`src/rtl/wb_arbiter_pkg.sv`:
```
// Shared defines for the writeback arbiter slice.
// Provides the register-file geometry (REG_WIDTH, REG_ADDR_WIDTH), the
// writeback source encoding (WB_SRC_ALU / WB_SRC_LSU) and the request struct
// that the arbiter muxes between its two channels.
package wb_arbiter_pkg;

  localparam int unsigned REG_WIDTH      = 32;
  localparam int unsigned REG_ADDR_WIDTH = 5;

  // Writeback source encoding; also the value of the round-robin pointer.
  localparam logic WB_SRC_ALU = 1'b0;
  localparam logic WB_SRC_LSU = 1'b1;

  typedef struct packed {
    logic [REG_ADDR_WIDTH-1:0] rd;
    logic [REG_WIDTH-1:0]      data;
  } wb_req_t;

endpackage

```
`src/rtl/wb_arbiter_scoreboard.sv`:
```
// wb_scoreboard: per-register pending bits plus the two-port busy lookup.
// Ports:
//   clk, rst_n            clock, synchronous active-low reset
//   iss_valid, iss_rd     set pending bit iss_rd (ignored for x0)
//   clr_valid, clr_addr   clear pending bit clr_addr (the register-file write)
//   rs1_addr, rs2_addr    hazard query addresses
//   rs1_busy, rs2_busy    pending bit of the queried register, 0 for x0
module wb_scoreboard
  import wb_arbiter_pkg::*;
#(
  parameter int unsigned NUM_REGS = 32
) (
  input  logic                      clk,
  input  logic                      rst_n,
  input  logic                      iss_valid,
  input  logic [REG_ADDR_WIDTH-1:0] iss_rd,
  input  logic                      clr_valid,
  input  logic [REG_ADDR_WIDTH-1:0] clr_addr,
  input  logic [REG_ADDR_WIDTH-1:0] rs1_addr,
  input  logic [REG_ADDR_WIDTH-1:0] rs2_addr,
  output logic                      rs1_busy,
  output logic                      rs2_busy
);

  logic [NUM_REGS-1:0] pend_q, pend_d;

  function automatic logic in_range(input logic [REG_ADDR_WIDTH-1:0] a);
    return 32'(a) < NUM_REGS;
  endfunction

  // Clear first, then set, so a same-cycle issue to the written register wins.
  always_comb begin
    pend_d = pend_q;
    if (clr_valid && in_range(clr_addr)) begin
      pend_d[clr_addr] = 1'b0;
    end
    if (iss_valid && (iss_rd != '0) && in_range(iss_rd)) begin
      pend_d[iss_rd] = 1'b1;
    end
  end

  always_ff @(posedge clk) begin
    if (!rst_n) begin
      pend_q <= '0;
    end else begin
      pend_q <= pend_d;
    end
  end

  assign rs1_busy = (rs1_addr != '0) && in_range(rs1_addr) && pend_q[rs1_addr];
  assign rs2_busy = (rs2_addr != '0) && in_range(rs2_addr) && pend_q[rs2_addr];

endmodule

```
`src/rtl/wb_arbiter.sv`:
```
// wb_arbiter: arbitrates ALU and load-unit writebacks onto one register-file
// write port and tracks outstanding destinations in a scoreboard.
// Configuration macro: WB_RR_ARB_EN selects round-robin arbitration; when it is
// undefined the LSU has fixed priority and no pointer flop exists.
// Ports:
//   clk, rst_n                          clock, synchronous active-low reset
//   iss_valid, iss_rd                   mark an issued destination pending
//   alu_valid/rd/data, alu_ready        ALU writeback request channel
//   lsu_valid/rd/data, lsu_ready        load-unit writeback request channel
//   reg_wen, reg_w_addr, reg_w_data     registered register-file write port
//   rs1_addr, rs2_addr, rs1/rs2_busy    hazard query
module wb_arbiter
  import wb_arbiter_pkg::*;
#(
  parameter int unsigned NUM_REGS = 32
) (
  input  logic                      clk,
  input  logic                      rst_n,
  input  logic                      iss_valid,
  input  logic [REG_ADDR_WIDTH-1:0] iss_rd,
  input  logic                      alu_valid,
  input  logic [REG_ADDR_WIDTH-1:0] alu_rd,
  input  logic [REG_WIDTH-1:0]      alu_data,
  output logic                      alu_ready,
  input  logic                      lsu_valid,
  input  logic [REG_ADDR_WIDTH-1:0] lsu_rd,
  input  logic [REG_WIDTH-1:0]      lsu_data,
  output logic                      lsu_ready,
  output logic                      reg_wen,
  output logic [REG_ADDR_WIDTH-1:0] reg_w_addr,
  output logic [REG_WIDTH-1:0]      reg_w_data,
  input  logic [REG_ADDR_WIDTH-1:0] rs1_addr,
  input  logic [REG_ADDR_WIDTH-1:0] rs2_addr,
  output logic                      rs1_busy,
  output logic                      rs2_busy
);

  logic    alu_grant, lsu_grant, any_grant;
  wb_req_t sel_req;

  logic                      wen_q;
  logic [REG_ADDR_WIDTH-1:0] addr_q;
  logic [REG_WIDTH-1:0]      data_q;

`ifdef WB_RR_ARB_EN
  // Source that wins the next contested cycle.
  logic fav_q;

  always_ff @(posedge clk) begin
    if (!rst_n) begin
      fav_q <= WB_SRC_LSU;
    end else if (alu_grant) begin
      fav_q <= WB_SRC_LSU;
    end else if (lsu_grant) begin
      fav_q <= WB_SRC_ALU;
    end
  end

  always_comb begin
    alu_grant = 1'b0;
    lsu_grant = 1'b0;
    if (rst_n) begin
      if (alu_valid && lsu_valid) begin
        lsu_grant = (fav_q == WB_SRC_LSU);
        alu_grant = ~lsu_grant;
      end else begin
        alu_grant = alu_valid;
        lsu_grant = lsu_valid;
      end
    end
  end
`else
  always_comb begin
    alu_grant = 1'b0;
    lsu_grant = 1'b0;
    if (rst_n) begin
      lsu_grant = lsu_valid;
      alu_grant = alu_valid & ~lsu_valid;
    end
  end
`endif

  assign alu_ready = alu_grant;
  assign lsu_ready = lsu_grant;
  assign any_grant = alu_grant | lsu_grant;

  always_comb begin
    sel_req = '{rd: alu_rd, data: alu_data};
    if (lsu_grant) begin
      sel_req = '{rd: lsu_rd, data: lsu_data};
    end
  end

  // Address/data follow every accepted request; the enable drops for x0 so the
  // handshake completes without a register-file write.
  always_ff @(posedge clk) begin
    if (!rst_n) begin
      wen_q  <= 1'b0;
      addr_q <= '0;
      data_q <= '0;
    end else begin
      wen_q <= any_grant && (sel_req.rd != '0);
      if (any_grant) begin
        addr_q <= sel_req.rd;
        data_q <= sel_req.data;
      end
    end
  end

  assign reg_wen    = wen_q;
  assign reg_w_addr = addr_q;
  assign reg_w_data = data_q;

  wb_scoreboard #(
    .NUM_REGS (NUM_REGS)
  ) u_scoreboard (
    .clk       (clk),
    .rst_n     (rst_n),
    .iss_valid (iss_valid),
    .iss_rd    (iss_rd),
    .clr_valid (wen_q),
    .clr_addr  (addr_q),
    .rs1_addr  (rs1_addr),
    .rs2_addr  (rs2_addr),
    .rs1_busy  (rs1_busy),
    .rs2_busy  (rs2_busy)
  );

endmodule
```
`config.mk`:
```
export PLATFORM = sky130hd
export DESIGN_NAME = wb_arbiter
export DESIGN_NICKNAME = d
export VERILOG_FILES = /design/src/rtl/wb_arbiter_pkg.sv /design/src/rtl/wb_arbiter_scoreboard.sv /design/src/rtl/wb_arbiter.sv
export SDC_FILE = /design/constraint.sdc
export NUM_CORES = 1
export LEC_CHECK = 0
export ABC_AREA = 1
export BUFFER_PORTS_ARGS = -buffer_cell sky130_fd_sc_hd__buf_2
export CORE_ASPECT_RATIO = 0.8
export CORE_MARGIN = 1
export CORE_UTILIZATION = 40
export CTS_CLUSTER_SIZE = 8
export DETAILED_ROUTE_END_ITERATION = 6
export PLACE_DENSITY = 0.74
export SKIP_LAST_GASP = 1
export SYNTH_ARGS = -nofsm -noshare
export SYNTH_HDL_FRONTEND = slang
export SYNTH_SLANG_ARGS = --single-unit
```
`constraint.sdc`:
```
create_clock -name clk -period 1.7 [get_ports clk]
set_input_delay 0.17 -clock clk [delete_from_list [all_inputs] [get_ports clk]]
set_output_delay 0.17 -clock clk [all_outputs]
set_load 0.005 [all_outputs]
```
* Word-level counts from Yosys, hierarchy flattened *
Index checks and enable logic that the tools add are counted.

cells by class
  magnitude comparators = 6
  multiplexer cells = 13
  bitwise gates (word level) = 6
  reduce and logical (&&, ||, !) cells = 10

operators by type and width
  operator                                                     number
  two-way mux 32 bit                                           2
  two-way mux 37 bit                                           1
  AND 32 bit                                                   1
  NOT 32 bit                                                   1
  OR 32 bit                                                    1
  less-than comparator 5 x 6 -> 1 bit (second input constant)  4
  nonzero test 5 bit                                           4
  binary-select mux 1 bit (select 5 bit)                       2
  demux 1 bit (select 5 bit)                                   2
  >= comparator 5 x 1 -> 1 bit (second input constant)         2
  logical AND 1 bit                                            6
  two-way mux 1 bit                                            6
  AND 1 bit                                                    1
  NOT 1 bit                                                    1
  OR 1 bit                                                     1

word-level totals
  register bits after elaboration = 70
  bits of input ports = 94

* Depth between registers and ports, before layout *
  depth after elaboration = 9
  depth in mapped cells = 12
  depth with buffers taken out = 10

* Hierarchy *
A second synthesis with hierarchy kept.

second synthesis, totals
  cells, all modules = 610
  area, all modules = 3843.7 um2

by module, submodules not included
  module         instances  cells an instance  area an instance (um2)
  wb_scoreboard  1          360                2177.1
  wb_arbiter     1          250                1666.6

* Least setup slack after synthesis *
OpenSTA, ideal clock, no wires.

  kind = in2out
  start point = input rs1_addr[0]
  end point = output rs1_busy
  arrival = 0.917 ns
  slack = 0.613 ns
  cell stages on the path = 12
  buffers on the path = 2
  cells stage by stage = buf_4 -> inv_4 -> buf_6 -> nand2_1 -> nand3_1 -> nand2_1 -> nand2_1 -> nand2_1 -> inv_1 -> nand2_1 -> nand2_1 -> nand2_1

on the way
  longest elaborated chain between the ends = 3
  elaborated cells between the ends (all ways) = 4
  those cells by class = 2 x mux; 2 x reduce/logical

ends and longest elaborated chain
  what                                     RTL line                     RTL
  from (decl)                              wb_arbiter.sv:32             input logic [REG_ADDR_WIDTH-1:0] rs1_addr,
  binary-select mux 1 bit (select 5 bit)   wb_arbiter_scoreboard.sv:50  assign rs1_busy = (rs1_addr != '0) && in_range(rs1_addr) && pend_q[rs1_addr];
  two-way mux 1 bit (implied by the code)  wb_arbiter_scoreboard.sv:50
  logical AND 1 bit (*)                    wb_arbiter_scoreboard.sv:50
  to (decl)                                wb_arbiter.sv:34             output logic rs1_busy,

Mark *: on every way between the ends. The rest lies on a longest branch, timed or not. The select of a mux whose other input is x is not followed.

* Worst setup path in the final report *
  start point = register u_scoreboard.pend_q[23]
  end point = output rs1_busy

on the way
  longest elaborated chain between the ends = 3

ends and longest elaborated chain
  what                                     RTL line                     RTL
  from (decl)                              wb_arbiter_scoreboard.sv:25  logic [NUM_REGS-1:0] pend_q, pend_d;
  from (signal assigned)                   wb_arbiter_scoreboard.sv:46  pend_q <= pend_d;
  binary-select mux 1 bit (select 5 bit)   wb_arbiter_scoreboard.sv:50
  two-way mux 1 bit (implied by the code)  wb_arbiter_scoreboard.sv:50
  logical AND 1 bit                        wb_arbiter_scoreboard.sv:50

Every way passes these cells. The select of a mux whose other input is x is not followed.

==> flow_summary_export.csv <==
group,metric,value,unit
worst_setup_path,endpoint_kind,"primary output",
drt,wl_per_cell,14.8,um
yosys,synth_edf_count,0,
clocking,cts_buffers,9,
status,status,"completed",
yosys,synth_top_area_share,38.0,%
die,die_h,87.8,um
yosys,yosys_warnings,0,
grt,grt_pass1_vias,3890,
timing,finalCritPeriodShare,93.5,%
worst_hold_path,min_path_cells,3,
clocking,cts_tree,"done",
yosys,avgSynthCellArea,6.59,um2
worst_setup_path,rrSetupSlack,0.43,ns
clocking,cts_resized,0,
worst_hold_path,min-delay-start,"alu_data[30]",
clocking,clockRootBuffer,"clkbuf_16",
worst_setup_path,reg2reg_to,"u_scoreboard.pend_q[12]",
power_and_ir_drop,leakagePower,2.16,nW
die,start_util,42.3,%
yosys,ys_seq_elements,70,
finish,multi_input_area,1880,um2
yosys,synth.net_count,653,
placed_design,dp_hpwl,8940,um
finish,layout-drive-gt1-share,24.6,%
timing,setup_viol,0,
die,fp.dieArea,9600,um2
drt,wl,11900,um
drt,first_pass_iters,5,
worst_setup_path,critPathLaunch,"u_scoreboard.pend_q[23]",
worst_setup_path,critPathKind,"flip-flop to primary output",
timing,maxSlewHeadroom,56.1,%
clocking,clock_latency,0.33,ns
finish,finish.utilization,53.3,%
grt,grt_usage,25.5,%
clocking,max-clock-path-buffers,2,
finish,antenna-diode-count,0,
clocking,clkTransAtPathRegs,0.05,ns
grt,overflow,0,
finish,n_fill_cell,898,
timing,worstMarginPinSlew,0.655,ns
worst_setup_path,worstPathMaxFanout,2,
timing,finalHoldViolations,0,
finish,nets,779,
power_and_ir_drop,ir_drop,0.000730,V
yosys,yosysSeqAreaShare,38.0,%
yosys,synth_cell_types,23,
drt,antenna_left,0,
worst_hold_path,hold-path-endpoint,"reg_w_data[30]",
timing,maxSlewViolCount,0,
timing,skew,0.00633,ns
drt,vias_per_cell,5.31,
worst_setup_path,start_kind,"flip-flop",
placed_design,gp_congestion,0.970,
worst_setup_path,reg2reg_depth,4,
grt,grt_max_degree,38,
worst_setup_path,crit_arrival,1.42,ns
drt,vias,4251,
worst_hold_path,hold_class,"primary input to flip-flop",
timing,rsz0062_at_grt,"false",
drt,drc,0,
yosys,syn_area,3680,um2
die,dieWidth,109,um
clocking,cts.sinks,70,
die,row_count,30,
finish,regArea,1400,um2
yosys,async_reset_ff_share,0,%
power_and_ir_drop,total_power,4.12,mW
clocking,cts-hold-fix-buffers,0,
timing,max_freq,629,MHz
worst_setup_path,rr_startpoint,"reg_w_addr[1]",
yosys,ys_top_cells_by_count,"nand2_1 (208), dfxtp_1 (70), nand3_1 (56)",
grt,antenna_found_initial,0,
yosys,synthCells,559,
clocking,h-tree-depth,3,
timing,min_period,1.59,ns
placed_design,portBuffers,135,
clocking,cts_setup_buffers,0,
yosys,synth.most_common_cell,"nand2_1",
worst_setup_path,cp.required,1.53,ns
drt,drt-initial-drc-count,307,
die,io_pins,136,
die,core_area,8710,um2
yosys,synthTopCellsByArea,"dfxtp_1 (38%), nand2_1 (21%), nand3_1 (7.6%)",
grt,grt_pass1_wl,18700,um
yosys,yosysTopAreaCell,"dfxtp_1",
power_and_ir_drop,powerDensity,888,nW/um2
yosys,synth_top_flop_cell,"dfxtp_1",
timing,fin_tns_setup,0,ns
finish,area_growth,26.0,%
flow_run,maxCapViolCount,0,
==> cells by family after synthesis <==
family	Yosys count	synth area share, %
compound gates	120	18.1
buf+inv	81	10.8
simple gates	287	32.8
flops	70	38.0
mux	1	0.272
==> metrics by stage <==
| stage | instances | instance area [um2] | hold WS [ns] | setup WS [ns] |
|---|---|---|---|---|
| after global routing | 800 | 4640 | 0.107 | 0.0173 |
| after CTS | 800 | 4640 | 0.108 | 0.123 |
| after global placement | 786 | 4370 | 0.442 | 0.270 |
| final | 800 | 4640 | 0.117 | 0.111 |
| after detailed placement | 786 | 4370 | 0.452 | 0.265 |
| after floorplan | 559 | 3680 | 0.333 | 0.613 |
==> worst max-delay path, stage by stage, from the launching register on <==
cell and delay (ns):
dfxtp_1 0.32, inv_1 0.13, nand2_1 0.07, nand3_1 0.09, nand2_1 0.05, nand2_1 0.05, nand2_1 0.05, inv_1 0.05
nand2_1 0.04, nand2_1 0.06, nand2_1 0.06, buf_2 0.12
==> power by group <==
part | internal, mW | switching [mW] | leakage (nW)
combinational | 0.248 | 0.375 | 1.45
clock | 1.09 | 0.651 | 0.138
sequential | 1.71 | 0.0478 | 0.571
total | 3.05 | 1.07 | 2.16
==> sequential cells by signal, indices dropped and copies added, names as in the netlist <==
signal and cells:
reg_wen 1, reg_w_addr 5, u_scoreboard.pend_q 32, reg_w_data 32
==> cells in the final DEF (no fill, tap or decap), types with 9 or more instances in the layout <==
master,n
o21ai_0,36
buf_2,135
dfxtp_1,70
a31oi_1,26
nor3_1,9
nand3_1,56
nand2_1,208
a21oi_1,45
a22oi_1,13
clkbuf_16,9
inv_1,46
==> how the worst max path moves through the flow <==
stage,endpoint,depth (start not counted)
floorplan,rs1_busy,12
global placement,rs2_busy,11
detailed placement,rs1_busy,12
CTS,rs1_busy,11
global route,rs1_busy,11
finish,rs1_busy,11
==> routing by layer <==
layer | global-route usage, % | share of wire (%) | up-vias
li1 | - | - | 2091
met1 | 34.2 | 44 | 1956
met2 | 41.3 | 47 | 186
met3 | 5.95 | 8.4 | 18
met4 | 6.91 | 1.3 | 0
met5 | 0 | 0 | -
==> cell type report <==
cell class	instances	area share, %
multi-input cells	408	40.6
flip-flops and latches	70	30.2
repair buffers	140	15.6
clock buffers	13	5.82
inverters	56	4.64
well taps	112	3.02
clock inverters	1	0.108
Note: power is estimated with default switching activity, not from simulation.
